==> src/rtl/clock_mode_controller_if.sv <==
// Controller bundle: debounced buttons and packed time/alarm in,
// counter strobes, display controls and alarm out.
interface clock_mode_controller_if;
  logic        btn_mode;
  logic        btn_inc;
  logic        alarm_arm;
  logic [23:0] time_bcd;
  logic [23:0] alarm_bcd;
  logic        sec_en;
  logic        min_en;
  logic        hour_en;
  logic        sec_clr;
  logic        amin_en;
  logic        ahour_en;
  logic        disp_sel;
  logic [5:0]  blink_mask;
  logic [2:0]  mode;
  logic        alarm_out;

  modport master (
    output btn_mode, btn_inc, alarm_arm,
    output time_bcd, alarm_bcd,
    input  sec_en, min_en, hour_en, sec_clr,
    input  amin_en, ahour_en,
    input  disp_sel, blink_mask, mode, alarm_out
  );

  modport slave (
    input  btn_mode, btn_inc, alarm_arm,
    input  time_bcd, alarm_bcd,
    output sec_en, min_en, hour_en, sec_clr,
    output amin_en, ahour_en,
    output disp_sel, blink_mask, mode, alarm_out
  );
endinterface

==> src/rtl/clock_mode_controller.sv <==
// Alarm-clock sequencer: 1 Hz prescaler, mode FSM, counter strobes, alarm.
// Define AUTO_REPEAT_EN for held-button auto-repeat in the set modes.
module clock_mode_controller #(
  parameter int unsigned TICK_DIV    = 100000000,
  parameter int unsigned ALARM_SECS  = 60,
  parameter int unsigned REPEAT_DLY  = 50000000,
  parameter int unsigned REPEAT_RATE = 20000000
) (
  input logic clk,
  input logic rst_n,
  clock_mode_controller_if.slave bus
);
  localparam int unsigned PW = $clog2(TICK_DIV);
  localparam int unsigned RW = $clog2(ALARM_SECS + 1);
  localparam logic [PW-1:0] PRE_LAST = PW'(TICK_DIV - 1);
  localparam logic [RW-1:0] RING_LAST = RW'(ALARM_SECS - 1);

  if (TICK_DIV < 2) begin : g_bad_div
    $error("TICK_DIV must be at least 2");
  end
  if (ALARM_SECS < 1) begin : g_bad_ring
    $error("ALARM_SECS must be at least 1");
  end
  if (REPEAT_DLY < 1 || REPEAT_RATE < 1) begin : g_bad_rep
    $error("REPEAT_DLY and REPEAT_RATE must be at least 1");
  end

  typedef enum logic [2:0] {
    RUN      = 3'd0,
    SET_HOUR = 3'd1,
    SET_MIN  = 3'd2,
    AL_HOUR  = 3'd3,
    AL_MIN   = 3'd4
  } state_t;

  state_t        state_q, state_d;
  logic [PW-1:0] pre_q;
  logic          blink_q;
  logic          btn_mode_q, btn_inc_q;
  logic          ring_q;
  logic [RW-1:0] ring_cnt_q;
  logic          sec_en_q, min_en_q, hour_en_q;
  logic          sec_clr_q, amin_en_q, ahour_en_q;

  logic tick, run, run_tick;
  logic mode_p, inc_p, rep_fire, inc_go;
  logic sec_wrap, min_wrap, sec_zero;
  logic ring_set, ring_clr, ring_end;
  logic [5:0] blink;

  assign tick     = (pre_q == PRE_LAST);
  assign run      = (state_q == RUN);
  assign run_tick = run && tick;
  assign mode_p   = bus.btn_mode && !btn_mode_q;
  assign inc_p    = bus.btn_inc && !btn_inc_q;
  assign inc_go   = (inc_p || rep_fire) && !mode_p;
  assign sec_wrap = (bus.time_bcd[7:0] == 8'h59);
  assign min_wrap = (bus.time_bcd[15:8] == 8'h59);
  assign sec_zero = (bus.time_bcd[7:0] == 8'h00);

`ifdef AUTO_REPEAT_EN
  logic [31:0] rep_cnt_q;
  logic        rep_on_q;
  logic        rep_hit;

  // First repeat after REPEAT_DLY, then every REPEAT_RATE while held
  assign rep_hit = bus.btn_inc && btn_inc_q &&
    (rep_on_q ? (rep_cnt_q == 32'(REPEAT_RATE))
              : (rep_cnt_q == 32'(REPEAT_DLY)));
  assign rep_fire = rep_hit && !run;

  always_ff @(posedge clk or negedge rst_n) begin
    if (!rst_n) begin
      rep_cnt_q <= '0;
      rep_on_q  <= 1'b0;
    end else if (!bus.btn_inc) begin
      rep_cnt_q <= '0;
      rep_on_q  <= 1'b0;
    end else if (inc_p) begin
      rep_cnt_q <= 32'd1;
      rep_on_q  <= 1'b0;
    end else if (rep_hit) begin
      rep_cnt_q <= 32'd1;
      rep_on_q  <= 1'b1;
    end else begin
      rep_cnt_q <= rep_cnt_q + 32'd1;
    end
  end
`else
  assign rep_fire = 1'b0;
`endif

  always_comb begin
    state_d = state_q;
    case (state_q)
      RUN:      if (mode_p && !ring_q) state_d = SET_HOUR;
      SET_HOUR: if (mode_p) state_d = SET_MIN;
      SET_MIN:  if (mode_p) state_d = AL_HOUR;
      AL_HOUR:  if (mode_p) state_d = AL_MIN;
      AL_MIN:   if (mode_p) state_d = RUN;
      default:  state_d = RUN;
    endcase
  end

  always_ff @(posedge clk or negedge rst_n) begin
    if (!rst_n) begin
      state_q    <= RUN;
      pre_q      <= '0;
      blink_q    <= 1'b0;
      btn_mode_q <= 1'b0;
      btn_inc_q  <= 1'b0;
    end else begin
      state_q    <= state_d;
      pre_q      <= tick ? '0 : pre_q + 1'b1;
      blink_q    <= blink_q ^ tick;
      btn_mode_q <= bus.btn_mode;
      btn_inc_q  <= bus.btn_inc;
    end
  end

  always_ff @(posedge clk or negedge rst_n) begin
    if (!rst_n) begin
      sec_en_q   <= 1'b0;
      min_en_q   <= 1'b0;
      hour_en_q  <= 1'b0;
      sec_clr_q  <= 1'b0;
      amin_en_q  <= 1'b0;
      ahour_en_q <= 1'b0;
    end else begin
      sec_en_q   <= run_tick;
      min_en_q   <= (run_tick && sec_wrap) ||
                    (state_q == SET_MIN && inc_go);
      hour_en_q  <= (run_tick && sec_wrap && min_wrap) ||
                    (state_q == SET_HOUR && inc_go);
      sec_clr_q  <= (state_q == SET_MIN) && mode_p;
      amin_en_q  <= (state_q == AL_MIN) && inc_go;
      ahour_en_q <= (state_q == AL_HOUR) && inc_go;
    end
  end

  assign ring_set = run_tick && bus.alarm_arm && sec_zero &&
                    (bus.time_bcd[23:8] == bus.alarm_bcd[23:8]);
  assign ring_end = ring_q && tick && (ring_cnt_q == RING_LAST);
  assign ring_clr = (ring_q && run && mode_p) || !bus.alarm_arm ||
                    (state_d != RUN) || ring_end;

  // Clear beats set when both land in the same cycle
  always_ff @(posedge clk or negedge rst_n) begin
    if (!rst_n) begin
      ring_q     <= 1'b0;
      ring_cnt_q <= '0;
    end else if (ring_clr) begin
      ring_q     <= 1'b0;
      ring_cnt_q <= '0;
    end else if (ring_set) begin
      ring_q     <= 1'b1;
      ring_cnt_q <= '0;
    end else if (ring_q && tick) begin
      ring_cnt_q <= ring_cnt_q + 1'b1;
    end
  end

  always_comb begin
    blink = '0;
    if (blink_q) begin
      unique case (1'b1)
        state_q == SET_HOUR, state_q == AL_HOUR: blink = 6'b110000;
        state_q == SET_MIN, state_q == AL_MIN:   blink = 6'b001100;
        default:                                 blink = '0;
      endcase
    end
  end

  assign bus.sec_en     = sec_en_q;
  assign bus.min_en     = min_en_q;
  assign bus.hour_en    = hour_en_q;
  assign bus.sec_clr    = sec_clr_q;
  assign bus.amin_en    = amin_en_q;
  assign bus.ahour_en   = ahour_en_q;
  assign bus.disp_sel   = (state_q == AL_HOUR) || (state_q == AL_MIN);
  assign bus.blink_mask = blink;
  assign bus.mode       = state_q;
  assign bus.alarm_out  = ring_q;
endmodule

==> src/flat_wrapper.sv <==
// flat-port wrapper written by rule: the top's interface ports become plain ports
module clock_mode_controller_flat 
#(
  parameter int unsigned TICK_DIV    = 100000000,
  parameter int unsigned ALARM_SECS  = 60,
  parameter int unsigned REPEAT_DLY  = 50000000,
  parameter int unsigned REPEAT_RATE = 20000000
)
  (clk, rst_n, bus_btn_mode, bus_btn_inc, bus_alarm_arm, bus_time_bcd, bus_alarm_bcd, bus_sec_en, bus_min_en, bus_hour_en, bus_sec_clr, bus_amin_en, bus_ahour_en, bus_disp_sel, bus_blink_mask, bus_mode, bus_alarm_out);
  clock_mode_controller_if bus_i ();
  input logic clk;
  input logic rst_n;
  input wire logic [$bits(bus_i.btn_mode)-1:0] bus_btn_mode;
  input wire logic [$bits(bus_i.btn_inc)-1:0] bus_btn_inc;
  input wire logic [$bits(bus_i.alarm_arm)-1:0] bus_alarm_arm;
  input wire logic [$bits(bus_i.time_bcd)-1:0] bus_time_bcd;
  input wire logic [$bits(bus_i.alarm_bcd)-1:0] bus_alarm_bcd;
  output wire logic [$bits(bus_i.sec_en)-1:0] bus_sec_en;
  output wire logic [$bits(bus_i.min_en)-1:0] bus_min_en;
  output wire logic [$bits(bus_i.hour_en)-1:0] bus_hour_en;
  output wire logic [$bits(bus_i.sec_clr)-1:0] bus_sec_clr;
  output wire logic [$bits(bus_i.amin_en)-1:0] bus_amin_en;
  output wire logic [$bits(bus_i.ahour_en)-1:0] bus_ahour_en;
  output wire logic [$bits(bus_i.disp_sel)-1:0] bus_disp_sel;
  output wire logic [$bits(bus_i.blink_mask)-1:0] bus_blink_mask;
  output wire logic [$bits(bus_i.mode)-1:0] bus_mode;
  output wire logic [$bits(bus_i.alarm_out)-1:0] bus_alarm_out;
  assign bus_i.btn_mode = bus_btn_mode;
  assign bus_i.btn_inc = bus_btn_inc;
  assign bus_i.alarm_arm = bus_alarm_arm;
  assign bus_i.time_bcd = bus_time_bcd;
  assign bus_i.alarm_bcd = bus_alarm_bcd;
  assign bus_sec_en = bus_i.sec_en;
  assign bus_min_en = bus_i.min_en;
  assign bus_hour_en = bus_i.hour_en;
  assign bus_sec_clr = bus_i.sec_clr;
  assign bus_amin_en = bus_i.amin_en;
  assign bus_ahour_en = bus_i.ahour_en;
  assign bus_disp_sel = bus_i.disp_sel;
  assign bus_blink_mask = bus_i.blink_mask;
  assign bus_mode = bus_i.mode;
  assign bus_alarm_out = bus_i.alarm_out;
  clock_mode_controller #(.TICK_DIV(TICK_DIV), .ALARM_SECS(ALARM_SECS), .REPEAT_DLY(REPEAT_DLY), .REPEAT_RATE(REPEAT_RATE)) u_core (.clk(clk), .rst_n(rst_n), .bus(bus_i));
endmodule
==> config.mk <==
export PLATFORM = sky130hd
export DESIGN_NAME = clock_mode_controller_flat
export DESIGN_NICKNAME = d
export VERILOG_FILES = /design/src/rtl/clock_mode_controller_if.sv /design/src/rtl/clock_mode_controller.sv /design/src/flat_wrapper.sv
export SDC_FILE = /design/constraint.sdc
export NUM_CORES = 1
export LEC_CHECK = 0
export ABC_AREA = 1
export ABC_CLOCK_PERIOD_IN_PS = 2100
export CORE_MARGIN = 4
export CORE_UTILIZATION = 29
export CTS_CLUSTER_SIZE = 10
export DETAILED_ROUTE_END_ITERATION = 7
export PLACE_DENSITY = 0.56
export SLEW_MARGIN = 20
export SYNTH_ARGS = -nofsm -noshare
export SYNTH_HDL_FRONTEND = slang
export SYNTH_SLANG_ARGS = --single-unit
==> constraint.sdc <==
create_clock -name clk -period 2.1 [get_ports clk]
set_clock_uncertainty 0.15 [all_clocks]
set_input_delay 0.21 -clock clk [delete_from_list [all_inputs] [get_ports clk]]
set_output_delay 0.21 -clock clk [all_outputs]
set_load 0.03 [all_outputs]
; ---- Yosys cells after proc, flatten, opt, wreduce, memory -nomap -nowiden
; Index checks and enable logic that the tools add are counted.
[classes]
addsub = 2
n_mul = 0
n_div = 0
n_lt_le_gt_ge = 0
eq_ne = 9
shift = 0
n_mux = 14
n_bitwise = 1
reduce_logical = 37
[ops]
columns = operator, n
row1 = 27-bit by 1-bit adder with 27-bit output (second input constant), 1
row2 = 27-bit == test (second input constant), 1
row3 = 27-bit two-way mux, 1
row4 = 6-bit two-way mux, 4
row5 = 1-bit logical AND, 19
row6 = 16-bit == test, 1
row7 = 8-bit by 7-bit == test with 1-bit output (second input constant), 2
row8 = 3-bit two-way mux, 5
row9 = 3-bit case mux with 5 select lines, 1
row10 = 6-bit case mux with 2 select lines, 1
row11 = 8-bit logical NOT, 1
row12 = 6-bit by 1-bit adder with 6-bit output (second input constant), 1
row13 = 3-bit by 2-bit == test with 1-bit output (second input constant), 2
row14 = 6-bit == test (second input constant), 1
row15 = 1-bit logical OR, 6
row16 = 3-bit nonzero test, 2
row17 = 1-bit logical NOT, 5
row18 = 2-bit OR reduction, 2
row19 = 3-bit by 1-bit == test with 1-bit output (second input constant), 1
row20 = 3-bit == test (second input constant), 1
row21 = 3-bit logical NOT, 1
row22 = 1-bit two-way mux, 2
row23 = 2-bit nonzero test, 1
row24 = 1-bit XOR, 1
[totals]
ff_bits = 46
latchBits = 0
mem_bits_rw = 0
rom_bits = 0
input_bits = 53
out_inout_bits = 17
elab_cells = 76
mem_count = 0

; ---- Longest topological paths before layout
; Gate-level depths: netlist of the first run.
[depth]
depth_word = 9
ltp_mapped = 12
mapped_depth_nobuf = 12

; ---- Least setup slack after synthesis of the first run
; No wires, ideal clock.
[synth_path]
path_type = register -> output
startpoint = register u_core.state_q[2] (netlist: u_core.bus.mode[2])
endpoint = output port bus_blink_mask[3]
arrival_time_ns = 1.665
required_time_ns = 1.740
slack_ns = 0.075
path_stages_with_launch = 7
n_path_buf = 1
path_cell_list = dfrtp_1 inv_2 nand2_1 nor2_1 inv_1 a21oi_1 buf_4
[synth_via]
elab_chain_len = 4
word_cells_on_any_way = 8
classes_between = eq/ne (4) / mux (2) / reduce/logical (2)
[synth_lines]
columns = item, line
row1 = start: declaration, clock_mode_controller.sv:36  ; state_t state_q, state_d;
row2 = start signal: assignment, clock_mode_controller.sv:113  ; state_q <= state_d;
row3 = "3-bit == test, or another cell as far along", clock_mode_controller.sv:168  ; state_q == SET_MIN, state_q == AL_MIN: blink = 6'b001100;
row4 = 2-bit OR reduction, clock_mode_controller.sv:166  ; unique case (1'b1)
row5 = 6-bit case mux with 2 select lines (*), clock_mode_controller.sv:166
row6 = 6-bit two-way mux (*), clock_mode_controller.sv:165  ; if (blink_q) begin
row7 = end: declaration, flat_wrapper.sv:25  ; output wire logic [$bits(bus_i.blink_mask)-1:0] bus_blink_mask;
; Mark *: on every way between the ends. The rest lies on a longest branch, timed or not.

; ---- Worst setup path after layout of the first run
[layout_path]
startpoint = register u_core.state_q[1] (netlist: u_core.bus.mode[1])
endpoint = output port bus_blink_mask[3]
; The elaborated chain is that of the path after synthesis.

==> results.ini, run 1 <==
[setup_path]
r2r_start = u_core.pre_q[0]
required_ns = 1.74
r2r-end = u_core.ring_cnt_q[1]
arrival_ns = 1.63
cp_max_fo = 5
path_class = flop to output pin
rrSetupSlack_ns = 0.19
r2r_cells = 10
critical_path.startpoint_type = flop
end_kind = output pin

[cts]
numCtsBuffers = 5
clock_latency_ns = 0.31
cts_sinks = 46
tritoncts = built
clock_path_buffers = 2
htreeDepth = 2
ctsRootBufferMaster = clkbuf_8
clk_pin_slew_ns = 0.10
cts_setup_buffers = 0

[synthesis]
ys_warn_count = 0
avgSynthCellArea_um2 = 6.86
post-synth-top-area-fraction_pct = 36.5
synthXorXnorAreaFrac_pct = 6.38
synth_area_leaders = dfrtp_1, nand2_1, inv_1
yosysMostFrequentCell = nand2_1
synth_edf_count = 0
synth_ff_type = dfrtp_1
synth_top_family_by_area = simple AND/OR/NAND/NOR gates
yosys.area.top_type = dfrtp_1
muxShareOfSynthArea_pct = 0
ys_ff_latch = 46
ys_seq_area_share_pct = 36.5
synthArstFlopShare_pct = 100
synth-compound-area-share_pct = 3.21
synth_cell_types = 32
yosys.area_share.simple_pct = 41.0
synthCells = 460
netlist_top_cells_count = nand2_1, inv_1, nor2_1, dfrtp_1, nand3_1
synth-adder-area-share_pct = 0.793
synth_area_mm2 = 0.00316

[finish]
area_delta_synth_final_pct = 27.0
fillers = 1131
drive_above_1_share_pct = 8.16
antenna_cells = 0
layout.cells.non_filler = 663
fin_area_mm2 = 0.00401
final_nets = 581

[drt]
drc_errors = 0
wirelength_mm = 7.55
drt_iter0_drc = 226
routedWlPerCell_um = 11.4
antenna_left = 0
via_count = 3016
firstDrtPassIters = 5
vias_per_cell = 4.55

[pwr]
p_per_area_mw_per_mm2 = 549
power.switching_uw = 781
peakVddDrop_mv = 0.298
sw_frac_of_total_pct = 35.5
pwr-share-seq_pct = 44.3
p_int_uw = 1420
clkPwrFrac_pct = 26.1
p_leak_uw = 0.00196
power_frac_comb_pct = 29.6

[min_path]
min_to = u_core.btn_inc_q
holdCritStartpoint = bus_btn_inc
hold_depth = 1
hold_class = input pin to flop

[job]
drv_cap = 0

[place]
hpwlAfterDp_mm = 6.16
placedCellCount = 654
io_buffer_count = 59
globalplace.congestion = 0.860
placed_area_mm2 = 0.00391

[sta]
final.min_clock_period_ns = 1.99
final_hold_viol_count = 0
tightest_slew_ns = 0.561
fin_crit_sh_pct = 94.6
holdWs_ns = 0.208
slew_violations = 0
setup_tns_ns = 0
slew_headroom_pct = 62.6
timing.fmax_mhz = 504
finalSetupViolCount = 0

[grt]
grt_pass1_wl_mm = 13.0
first_global_vias = 2929
overflow = 0
grt_usage_pct = 12.1
antenna_found_initial = 0
grt_max_degree = 25

[floorplanning]
rows = 37
fp.dieW_um = 112
die_area_mm2 = 0.0126
io_pins = 70
fp.coreArea_mm2 = 0.0105
initial_utilization_pct = 30.2
dieHeight_um = 112

[outcome]
outcome = finished clean

==> cells by family (layout without fill, tap and decap cells) <==
family	Yosys count	count (layout)
adder cells (fa/ha/maj)	2	2
AO/OA/AOI/OAI	17	17
other	1	2
AND/OR/NAND/NOR	277	277
XOR/XNOR	23	23
buffers and inverters	94	160
flip-flops	46	46
==> area by class of cell <==
class | instances | area, um^2 | area share (%)
well taps | 136 | 170 | 4.24
clock inverters | 3 | 25.0 | 0.624
multi-input cells | 321 | 1630 | 40.7
repair buffers | 64 | 631 | 15.7
inverters | 88 | 330 | 8.24
clock buffers | 5 | 68.8 | 1.72
flip-flops and latches | 46 | 1150 | 28.7
==> state kept, by name, summed over array words and instances, names as in the netlist <==
register / flops
u_core.bus.mode: 3
u_core.ring_cnt_q: 6
u_core.blink_q: 1
u_core.btn_mode_q: 1
u_core.btn_inc_q: 1
u_core.bus.ahour_en: 1
u_core.bus.hour_en: 1
u_core.pre_q: 27
u_core.bus.sec_en: 1
u_core.bus.sec_clr: 1
u_core.bus.amin_en: 1
u_core.bus.alarm_out: 1
u_core.bus.min_en: 1
==> critical path, stage by stage, from the launching register on <==
cell             delay [ns]
dfrtp_1                0.44
nor2_1                 0.21
nand2_1                0.15
a21oi_2                0.19
clkdlybuf4s15_2        0.32
==> per-stage QoR <==
| step | power (uW) | setup WS [ns] | utilization, % |
|---|---|---|---|
| 6_report | 2200 | 0.114 | 38.3 |
| 5_1_grt | 2350 | -0.0197 | 38.3 |
| 4_1_cts | 2230 | -0.00387 | 38.3 |
| 3_5_place_dp | 1650 | -0.0342 | 37.4 |
| 3_3_place_gp | 1650 | 0.00328 | 37.4 |
| 2_1_floorplan | 1370 | 0.0755 | - |
==> cells in the final DEF (no fill, tap or decap), types with 2 or more instances in the layout <==
cell and n:
nand2_1 112, inv_1 84, nor2_1 63, clkdlybuf4s50_1 53, dfrtp_1 46, nand3_1 29, nand4_1 22, nor3_1 16
xor2_1 14, xnor2_1 9, nor2_4 7, o21ai_0 7, nand2_2 6, nor2_2 6, and2_1 5, nor4_1 5
clkbuf_8 5, inv_2 4, a21oi_1 3, dlygate4sd2_1 3, buf_4 3, nand3_2 2, ha_1 2, conb_1 2
==> layer usage <==
metal	vias to the layer above	routed length, um	global-route usage (%)	part of all wire [%]
met5	-	0	0	0
li1	1558	-	-	-
met4	0	50	1.92	0.66
met3	6	365	3.07	4.8
met2	64	3640	20.8	48
met1	1388	3490	15.7	46
==> worst max-delay path by stage <==
stage                                  start                    to  slack, ns  cells past startpoint
final                     u_core.bus.mode[1]     bus_blink_mask[3]       0.11                      4
after global routing      u_core.bus.mode[0]     bus_blink_mask[5]      -0.02                      5
after CTS                 u_core.bus.mode[1]     bus_blink_mask[2]     -0.004                      4
after detailed placement        bus_btn_mode  u_core.bus.alarm_out      -0.03                     10
after global placement          bus_btn_mode  u_core.bus.alarm_out      0.003                     10
after floorplan           u_core.bus.mode[2]     bus_blink_mask[3]       0.08                      6
==> what timing repair did <==
item / 4_1_cts / 5_1_grt
resized for setup: 8 / 2
setup endpoints to repair: 5 / 2
gates cloned: 0 / 0
endpoints found under the hold margin: 22 / 0
hold buffers: 1 / 0
==> power by group through the flow <==
stage	Clock, uW	Combinational [uW]	Sequential, uW
5_1_grt	639	729	985
2_1_floorplan	0	321	1050
3_3_place_gp	0	656	992
3_5_place_dp	0	660	994
4_1_cts	594	656	976
6_report	575	652	977
Note: power is estimated with default switching activity, not from simulation.
==> run 2, diff against run 1 <==
- GPL_TIMING_DRIVEN: unset -> 0
==> run 2 against run 1 <==
Net effect: global-route usage down 0.065 points; power decreased by 0.59%; setup slack better by 0.050 ns; cell count is 0.90% higher.
==> results.ini, run 2 (same netlist as run 1, synthesis figures left out) <==
[outcome]
outcome = finished clean

[grt]
grt_usage_pct = 12.1
first_global_vias = 2929
overflow = 0
grt_max_degree = 30
grtUsageMet3_pct = 3.02
grt_use_met2_pct = 20.5
antenna_found_initial = 0
grt_pass1_wl_mm = 12.9
grtUsageMet1_pct = 15.5
grt.busiest_layer = met2

[drt]
firstDrtPassIters = 5
via_count = 2986
drc_errors = 0
routedWlPerCell_um = 11.3
drt_iter0_drc = 152
vias_per_cell = 4.46
wirelength_mm = 7.57
antenna_left = 0

[cts]
clock_latency_ns = 0.30
htreeDepth = 2
ctsRootBufferMaster = clkbuf_8
clk_pin_slew_ns = 0.09
numCtsBuffers = 5
tritoncts = built
cts_sinks = 46
clock_path_buffers = 2

[floorplanning]
fp.coreArea_mm2 = 0.0105
rows = 37
die_area_mm2 = 0.0126
io_pins = 70
fp.dieW_um = 112
initial_utilization_pct = 30.2
dieHeight_um = 112

[finish]
largest_reg_flops = 27
drive_above_1_share_pct = 9.38
layout.cells.non_filler = 669
final_common_cell = nand2_1
largest_register = u_core.pre_q
fillers = 1115
area_delta_synth_final_pct = 28.9
final_nets = 587
antenna_cells = 0
layout_common_cells = nand2_1, inv_1, nor2_1, clkdlybuf4s50_1, dfrtp_1

[setup_path]
required_ns = 1.74
cpMaxStageDelayCell = dfrtp_1
critical_path.startpoint_type = flop
arrival_ns = 1.58
rrSetupSlack_ns = 0.20
r2r-end = u_core.bus.hour_en
r2r_cells = 9
end_kind = output pin
path_cells = inv_1 -> nor2_1 -> inv_1 -> nor2_1 -> dlygate4sd2_1
cp_max_fo = 5
path_class = flop to output pin
max_stage_delay_ns = 0.43
r2r_start = u_core.pre_q[0]

[sta]
setup_ws_ns = 0.164
holdWs_ns = 0.234
finalSetupViolCount = 0
grt_setup_unrepaired = false
setup_tns_ns = 0
timing.fmax_mhz = 517
final_hold_viol_count = 0
fin_crit_sh_pct = 92.2
final.min_clock_period_ns = 1.94
slew_violations = 0

[pwr]
p_leak_uw = 0.00200
p_per_area_mw_per_mm2 = 538
peakVddDrop_mv = 0.293

[place]
hpwlAfterDp_mm = 6.12
io_buffer_count = 59
globalplace.congestion = 0.877
placedCellCount = 657
dpl_worst_slack_ns = -0.0803

[min_path]
hold_class = input pin to asynchronous set/reset pin

[job]
drv_cap = 0

==> run 2: area by class of cell <==
cell class	instances	area [um^2]	area share [%]
tap	136	170	4.18
buffer	6	48.8	1.20
clock buffer	6	72.6	1.78
inverter	88	330	8.12
multi-input combinational	321	1660	40.8
sequential	46	1150	28.3
timing repair buffer	64	623	15.3
clock inverter	2	13.8	0.338
==> run 2: how the worst max path moves through the flow <==
| stage | endpoint | slack (ns) | cells past startpoint | from |
|---|---|---|---|---|
| finish | bus_blink_mask[4] | 0.16 | 5 | u_core.bus.mode[0] |
| global route | u_core.bus.hour_en | 0.003 | 9 | u_core.pre_q[0] |
| CTS | u_core.ring_cnt_q[3] | 0.02 | 11 | u_core.pre_q[0] |
| detailed placement | u_core.ring_cnt_q[3] | -0.08 | 11 | bus_btn_mode |
| global placement | u_core.bus.alarm_out | -0.67 | 1 | rst_n |
| floorplan | bus_blink_mask[3] | 0.08 | 6 | u_core.bus.mode[2] |
==> run 2: power by group <==
| group | leakage [uW] | switching [uW] | internal (uW) |
|---|---|---|---|
| Combinational | 0.00134 | 408 | 255 |
| Clock | 0.0000452 | 312 | 236 |
| Sequential | 0.000618 | 47.6 | 931 |
| Total | 0.00200 | 768 | 1420 |
==> run 2: repair_timing <==
item / 4_1_cts / 5_1_grt
endpoints found under the setup margin: 5 / 16
buffers inserted: 0 / 3
pin swaps: 0 / 1
hold buffers: 1 / 0
endpoints found under the hold margin: 17 / 0
resized for setup: 6 / 10
==> run 2: critical path, delay by kind of cell (launching register included) <==
family / cells / cell delay [ns]
buf+inv: 3 / 0.56
flops: 1 / 0.43
simple gates: 2 / 0.29
==> run 2: per-stage QoR <==
step / area (um^2) / total power (uW) / utilization (%)
3_3_place_gp: 3920 / 1640 / 37.5
4_1_cts: 4030 / 2210 / 38.5
5_1_grt: 4070 / 2310 / 38.9
6_report: 4070 / 2190 / 38.9
2_1_floorplan: 3160 / 1370 / -
3_5_place_dp: 3940 / 1660 / 37.6
==> run 2: per-layer routing <==
layer  up-vias  share of wire, %
li1       1574                 -
met1      1351                46
met2        56                48
met3         5               5.3
met4         0              0.65
met5         -                 0
